File: config.mk
export PLATFORM = sky130hd
export DESIGN_NAME = conv2_psum_drain
export DESIGN_NICKNAME = d
export VERILOG_FILES = /design/src/rtl/conv2_psum_drain.sv
export SDC_FILE = /design/constraint.sdc
export NUM_CORES = 1
export LEC_CHECK = 0
export CAP_MARGIN = 40
export CORE_MARGIN = 2
export CORE_UTILIZATION = 25
export CTS_CLUSTER_DIAMETER = 200
export DETAILED_ROUTE_END_ITERATION = 16
export PLACE_DENSITY_LB_ADDON = 0.1
export SKIP_LAST_GASP = 1
export SLEW_MARGIN = 20
export SYNTH_ARGS = -nofsm -noshare
export SYNTH_HDL_FRONTEND = slang
export SYNTH_SLANG_ARGS = --single-unit
export TNS_END_PERCENT = 1
File: constraint.sdc
create_clock -name i_clk -period 17 [get_ports i_clk]
set_input_delay 3.4 -clock i_clk [delete_from_list [all_inputs] [get_ports i_clk]]
set_output_delay 3.4 -clock i_clk [all_outputs]
set_load 0.01 [all_outputs]
File: src/rtl/conv2_psum_drain.sv
// Conv-layer-2 psum drain: accumulates NPASS packed psum words per row, then
// requantises each lane (ReLU, shift, saturate) and streams lanes out one per handshake.

module conv2_psum_lane #(
    parameter int PSUM_W = 20,
    parameter int ACC_W  = 24,
    parameter int OUT_W  = 8,
    parameter int SHIFT  = 8
) (
    input  logic              i_clk,
    input  logic              i_rst,
    input  logic              i_clr,
    input  logic              i_add,
    input  logic [PSUM_W-1:0] i_psum,
    output logic [OUT_W-1:0]  o_q
);
    logic signed [ACC_W-1:0] r_acc;
    logic signed [ACC_W-1:0] w_shr;

    always_ff @(posedge i_clk or posedge i_rst) begin
        if (i_rst)
            r_acc <= '0;
        else if (i_clr)
            r_acc <= '0;
        else if (i_add)
            r_acc <= r_acc + {{(ACC_W-PSUM_W){i_psum[PSUM_W-1]}}, i_psum};
    end

    // Negative sums clamp to zero; anything above OUT_W bits after the shift saturates.
    always_comb begin
        w_shr = r_acc >>> SHIFT;
        o_q   = w_shr[OUT_W-1:0];
        if (r_acc[ACC_W-1])
            o_q = '0;
        else if (|w_shr[ACC_W-1:OUT_W])
            o_q = '1;
    end
endmodule

module conv2_psum_drain #(
    parameter int LANES  = 12,
    parameter int PSUM_W = 20,
    parameter int ACC_W  = 24,
    parameter int OUT_W  = 8,
    parameter int NPASS  = 6,
    parameter int SHIFT  = 8,
    parameter int ROWS   = 12
) (
    input  logic                    i_clk,
    input  logic                    i_rst,
    input  logic                    i_clr,
    input  logic [LANES*PSUM_W-1:0] i_psum_in,
    input  logic                    i_psum_valid,
    output logic                    o_psum_ready,
    output logic [OUT_W-1:0]        o_out_data,
    output logic [3:0]              o_out_lane,
    output logic [3:0]              o_out_row,
    output logic                    o_out_last,
    output logic                    o_out_valid,
    input  logic                    i_out_ready
);
    localparam int PASS_W = (NPASS > 1) ? $clog2(NPASS) : 1;

    typedef enum logic {S_ACCUM, S_DRAIN} state_t;

    state_t                        r_state, w_next;
    logic [PASS_W-1:0]             r_pass;
    logic [3:0]                    r_lane;
    logic [3:0]                    r_row;
    logic [LANES-1:0][OUT_W-1:0]   w_q;
    logic                          w_accept, w_final, w_hs, w_last_lane, w_done;

    assign w_accept    = i_psum_valid & (r_state == S_ACCUM);
    assign w_final     = w_accept & (r_pass == PASS_W'(NPASS-1));
    assign w_last_lane = (r_lane == 4'(LANES-1));
    assign w_hs        = (r_state == S_DRAIN) & i_out_ready;
    assign w_done      = w_hs & w_last_lane;

    genvar k;
    generate
        for (k = 0; k < LANES; k++) begin : g_lane
            conv2_psum_lane #(
                .PSUM_W(PSUM_W), .ACC_W(ACC_W), .OUT_W(OUT_W), .SHIFT(SHIFT)
            ) u_lane (
                .i_clk (i_clk),
                .i_rst (i_rst),
                .i_clr (i_clr | w_done),
                .i_add (w_accept),
                .i_psum(i_psum_in[LANES*PSUM_W-1-PSUM_W*k -: PSUM_W]),
                .o_q   (w_q[k])
            );
        end
    endgenerate

    always_ff @(posedge i_clk or posedge i_rst) begin
        if (i_rst)
            r_state <= S_ACCUM;
        else if (i_clr)
            r_state <= S_ACCUM;
        else
            r_state <= w_next;
    end

    always_comb begin
        w_next       = r_state;
        o_psum_ready = 1'b0;
        o_out_valid  = 1'b0;
        case (r_state)
            S_ACCUM: begin
                o_psum_ready = 1'b1;
                if (w_final) w_next = S_DRAIN;
            end
            S_DRAIN: begin
                o_out_valid = 1'b1;
                if (w_done) w_next = S_ACCUM;
            end
            default: w_next = S_ACCUM;
        endcase
    end

    always_ff @(posedge i_clk or posedge i_rst) begin
        if (i_rst) begin
            r_pass <= '0;
            r_lane <= '0;
            r_row  <= '0;
        end else if (i_clr) begin
            r_pass <= '0;
            r_lane <= '0;
            r_row  <= '0;
        end else begin
            if (w_accept)
                r_pass <= w_final ? '0 : r_pass + 1'b1;
            if (w_hs)
                r_lane <= w_last_lane ? '0 : r_lane + 4'd1;
            if (w_done)
                r_row <= (r_row == 4'(ROWS-1)) ? '0 : r_row + 4'd1;
        end
    end

    // Lane and acc are frozen while stalled, so the muxed result stays stable.
    assign o_out_data = o_out_valid ? w_q[r_lane] : '0;
    assign o_out_lane = r_lane;
    assign o_out_last = o_out_valid & w_last_lane;
    assign o_out_row  = r_row;
endmodule

==> impl_metrics.json <==
{
  "multiInputGateArea_um2": 17400,
  "fin_crit_sh": 0.406,
  "drt_iter0_drc": 1189,
  "dieArea_um2": 105000,
  "clock_path_buffers": 3,
  "clock.fmax_ghz": 0.145,
  "grt_pass1_wl_um": 142000,
  "slowest_delay_ns": 0.69,
  "crit_path_start_kind": "flop",
  "fp.coreArea_um2": 102000,
  "fillers": 11000,
  "antenna_found_initial": 10,
  "synth-edff-count": 0,
  "critical-path-slowest-cell": "nor3b_1",
  "cts.clk_slew.worst_paths_ns": 0.06,
  "slew_violations": 0,
  "power_density_nw_per_um2": 96.9,
  "drc": 0,
  "first_global_vias": 23800,
  "synth_ff_type": "dfrtp_1",
  "ys_seq_area_frac": 0.294,
  "finClkSkew_ns": 0.0146,
  "cp_cell_sequence": "inv_2 > nor3b_1 > o211ai_1 > nand3_1 > clkdlybuf4s50_1",
  "num_io_pins": 264,
  "p_leak_nw": 14.0,
  "worst-endpoint-required_ns": 13.60,
  "ant_nets": 0,
  "grt_start_max_net_pins": 135,
  "status": "complete, no violations",
  "synth_cell_type_count": 72,
  "end_kind": "output port",
  "finalSetupTns_ns": 0,
  "cts_resized": 0,
  "num_vias": 23700,
  "wl_per_cell_um": 19.3,
  "top_layer_used": "met5",
  "met1_length_um": 44200,
  "root_buffer": "clkbuf_16",
  "viasPerCell": 4.95,
  "cts.sinks": 300,
  "start_util": 0.252,
  "dp_slack_ns": 10.29,
  "dp_hpwl_um": 68500,
  "nets": 3919,
  "total_power_mw": 3.05,
  "instances_no_fill": 4785,
  "post_cts_buffers": 0,
  "avgSynthCellArea_um2": 8.08,
  "period_needed_ns": 6.91,
  "cts_buffers": 45,
  "seqCellArea_um2": 7510,
  "synthArstFlopShare": 1.00,
  "ys_ff_latch": 300,
  "setup_viol_count_final": 0,
  "rsz0062_at_grt": "false",
  "drive_above_1_share": 0.0404,
  "synth.largest_area_cell": "dfrtp_1",
  "synth_warnings": 0,
  "peakVddDrop_v": 0.0000617,
  "yosys-top-cells-area": "dfrtp_1, ha_1, a21oi_1",
  "syn_nets": 3701,
  "worst_pin_slew_ns": 0.881,
  "io_buffers": 263,
  "clock_latency_ns": 0.61,
  "relSlewSlack": 0.405,
  "wl_met3_um": 3960,
  "dr_wl_met2_um": 42100,
  "std_cell_rows": 117,
  "cts_tree": "done",
  "critPathArrivalTime_ns": 3.51,
  "overflow": 0,
  "first_pass_iters": 5,
  "cp_max_fo": 8,
  "hp-class": "flop to flop",
  "place_inst": 4701,
  "cap_violations": 0,
  "synthDominantCellAreaShare": 0.294,
  "wl_um": 92300,
  "critical_path_class": "flop to output port",
  "die_h_um": 324,
  "area_delta_synth_final_pct": 23.0,
  "cts_hold_buf": 0,
  "globalplace.congestion": 0.808,
  "synthCells": 3164,
  "hold_viol": 0,
  "htreeDepth": 2,
  "syn_area_um2": 25600,
  "fin_ws_ns": 10.09,
  "die_w_um": 324,
  "grtUsageTotal": 0.174
}
==> cell usage after synthesis (10+ instances only) <==
library cell and count:
a211o_1 10, a211oi_1 56, a21o_1 106, a21oi_1 379, a22o_1 13, a311oi_1 12, a31o_2 10, a31oi_1 26
and2_1 14, and3_1 29, buf_1 16, buf_2 10, clkbuf_1 95, dfrtp_1 300, fa_1 12, ha_1 280
inv_1 60, mux2i_1 15, nand2_1 489, nand2b_1 31, nand3_1 100, nand3b_1 11, nand4_1 17, nor2_1 209
nor2b_1 22, nor3_1 62, nor3b_1 11, nor4_1 28, o211ai_1 35, o21a_1 37, o21ai_0 223, o21ai_1 15
o21bai_1 46, o22ai_1 26, o31ai_1 13, or2_2 10, or3_1 27, xnor2_1 145, xor2_1 74
==> layout make-up <==
| cell class | instances | area share |
|---|---|---|
| timing repair buffer | 292 | 0.0970 |
| antenna | 1 | 0.0000796 |
| inverter | 61 | 0.00752 |
| clock buffer | 71 | 0.0438 |
| tap | 1368 | 0.0544 |
| clock inverter | 10 | 0.00430 |
| sequential | 300 | 0.239 |
| multi-input combinational | 2682 | 0.554 |
==> cells by family after synthesis <==
logic type	synth area share
AOI/OAI and AO/OA	0.261
adders and majority gates	0.146
DFF	0.294
muxes	0.00587
and+or+nand+nor	0.191
buffers and inverters	0.0272
xor gates and xnor gates	0.0750
==> path summary, 6_finish.rpt <==
path | depth (start not counted) | end | startpoint | slack (ns)
max | 5 | o_out_data[3] | r_state | 10.09
min | 2 | g_lane[3].u_lane.r_acc[3] | g_lane[3].u_lane.r_acc[3] | 0.52
max reg2reg | 10 | g_lane[11].u_lane.r_acc[22] | r_state | 12.81
min reg2reg | 2 | g_lane[3].u_lane.r_acc[3] | g_lane[3].u_lane.r_acc[3] | 0.52
max in group asynchronous | 5 | g_lane[3].u_lane.r_acc[6] | i_rst | 11.94
min in group asynchronous | 2 | g_lane[8].u_lane.r_acc[18] | i_rst | 3.30
==> layout by cell type, fill, tap and decap left out, drive strengths merged, types with 46 or more instances in the layout <==
cell and count:
o21bai 46, nand3 100, a211oi 57, xnor2 145, ha 280, inv 62, dfrtp 300, a21o 106
a21oi 381, clkdlybuf4s50 263, o21ai 239, clkbuf 71, nand2 489, nor2 209, nor3 62, xor2 74
==> critical path: cells and delay by family, from the launching register on <==
kind | cells | cell delay (ns)
AOI/OAI and AO/OA | 1 | 0.39
buffers and inverters | 2 | 0.83
DFF | 1 | 0.66
and+or+nand+nor | 2 | 1.00
==> flip-flops by register name (all words and copies together), names as in the netlist <==
signal,cells
g_lane.u_lane.r_acc,288
r_pass,3
o_out_lane,4
o_out_row,4
r_state,1
==> layer usage <==
layer / track usage / vias to the layer above
li1: - / 12000
met1: 0.238 / 11200
met2: 0.283 / 361
met3: 0.0320 / 96
met4: 0.0408 / 10
met5: 0 / -
==> per-stage QoR <==
stage | area, um^2 | hold slack [ns] | util
after floorplan | 25600 | 0.470 | -
after global placement | 29700 | 0.500 | 0.292
after detailed placement | 29900 | 0.510 | 0.294
after CTS | 31400 | 0.522 | 0.309
after global routing | 31400 | 0.534 | 0.309
final | 31400 | 0.516 | 0.309
==> report_power, final <==
group | internal [mW] | switching (mW) | leakage (nW) | total, mW
sequential | 0.807 | 0.0881 | 3.99 | 0.895
clock | 0.598 | 0.387 | 0.740 | 0.985
combinational | 0.509 | 0.660 | 9.29 | 1.17
No activity file was read; power rests on OpenSTA's default activity.
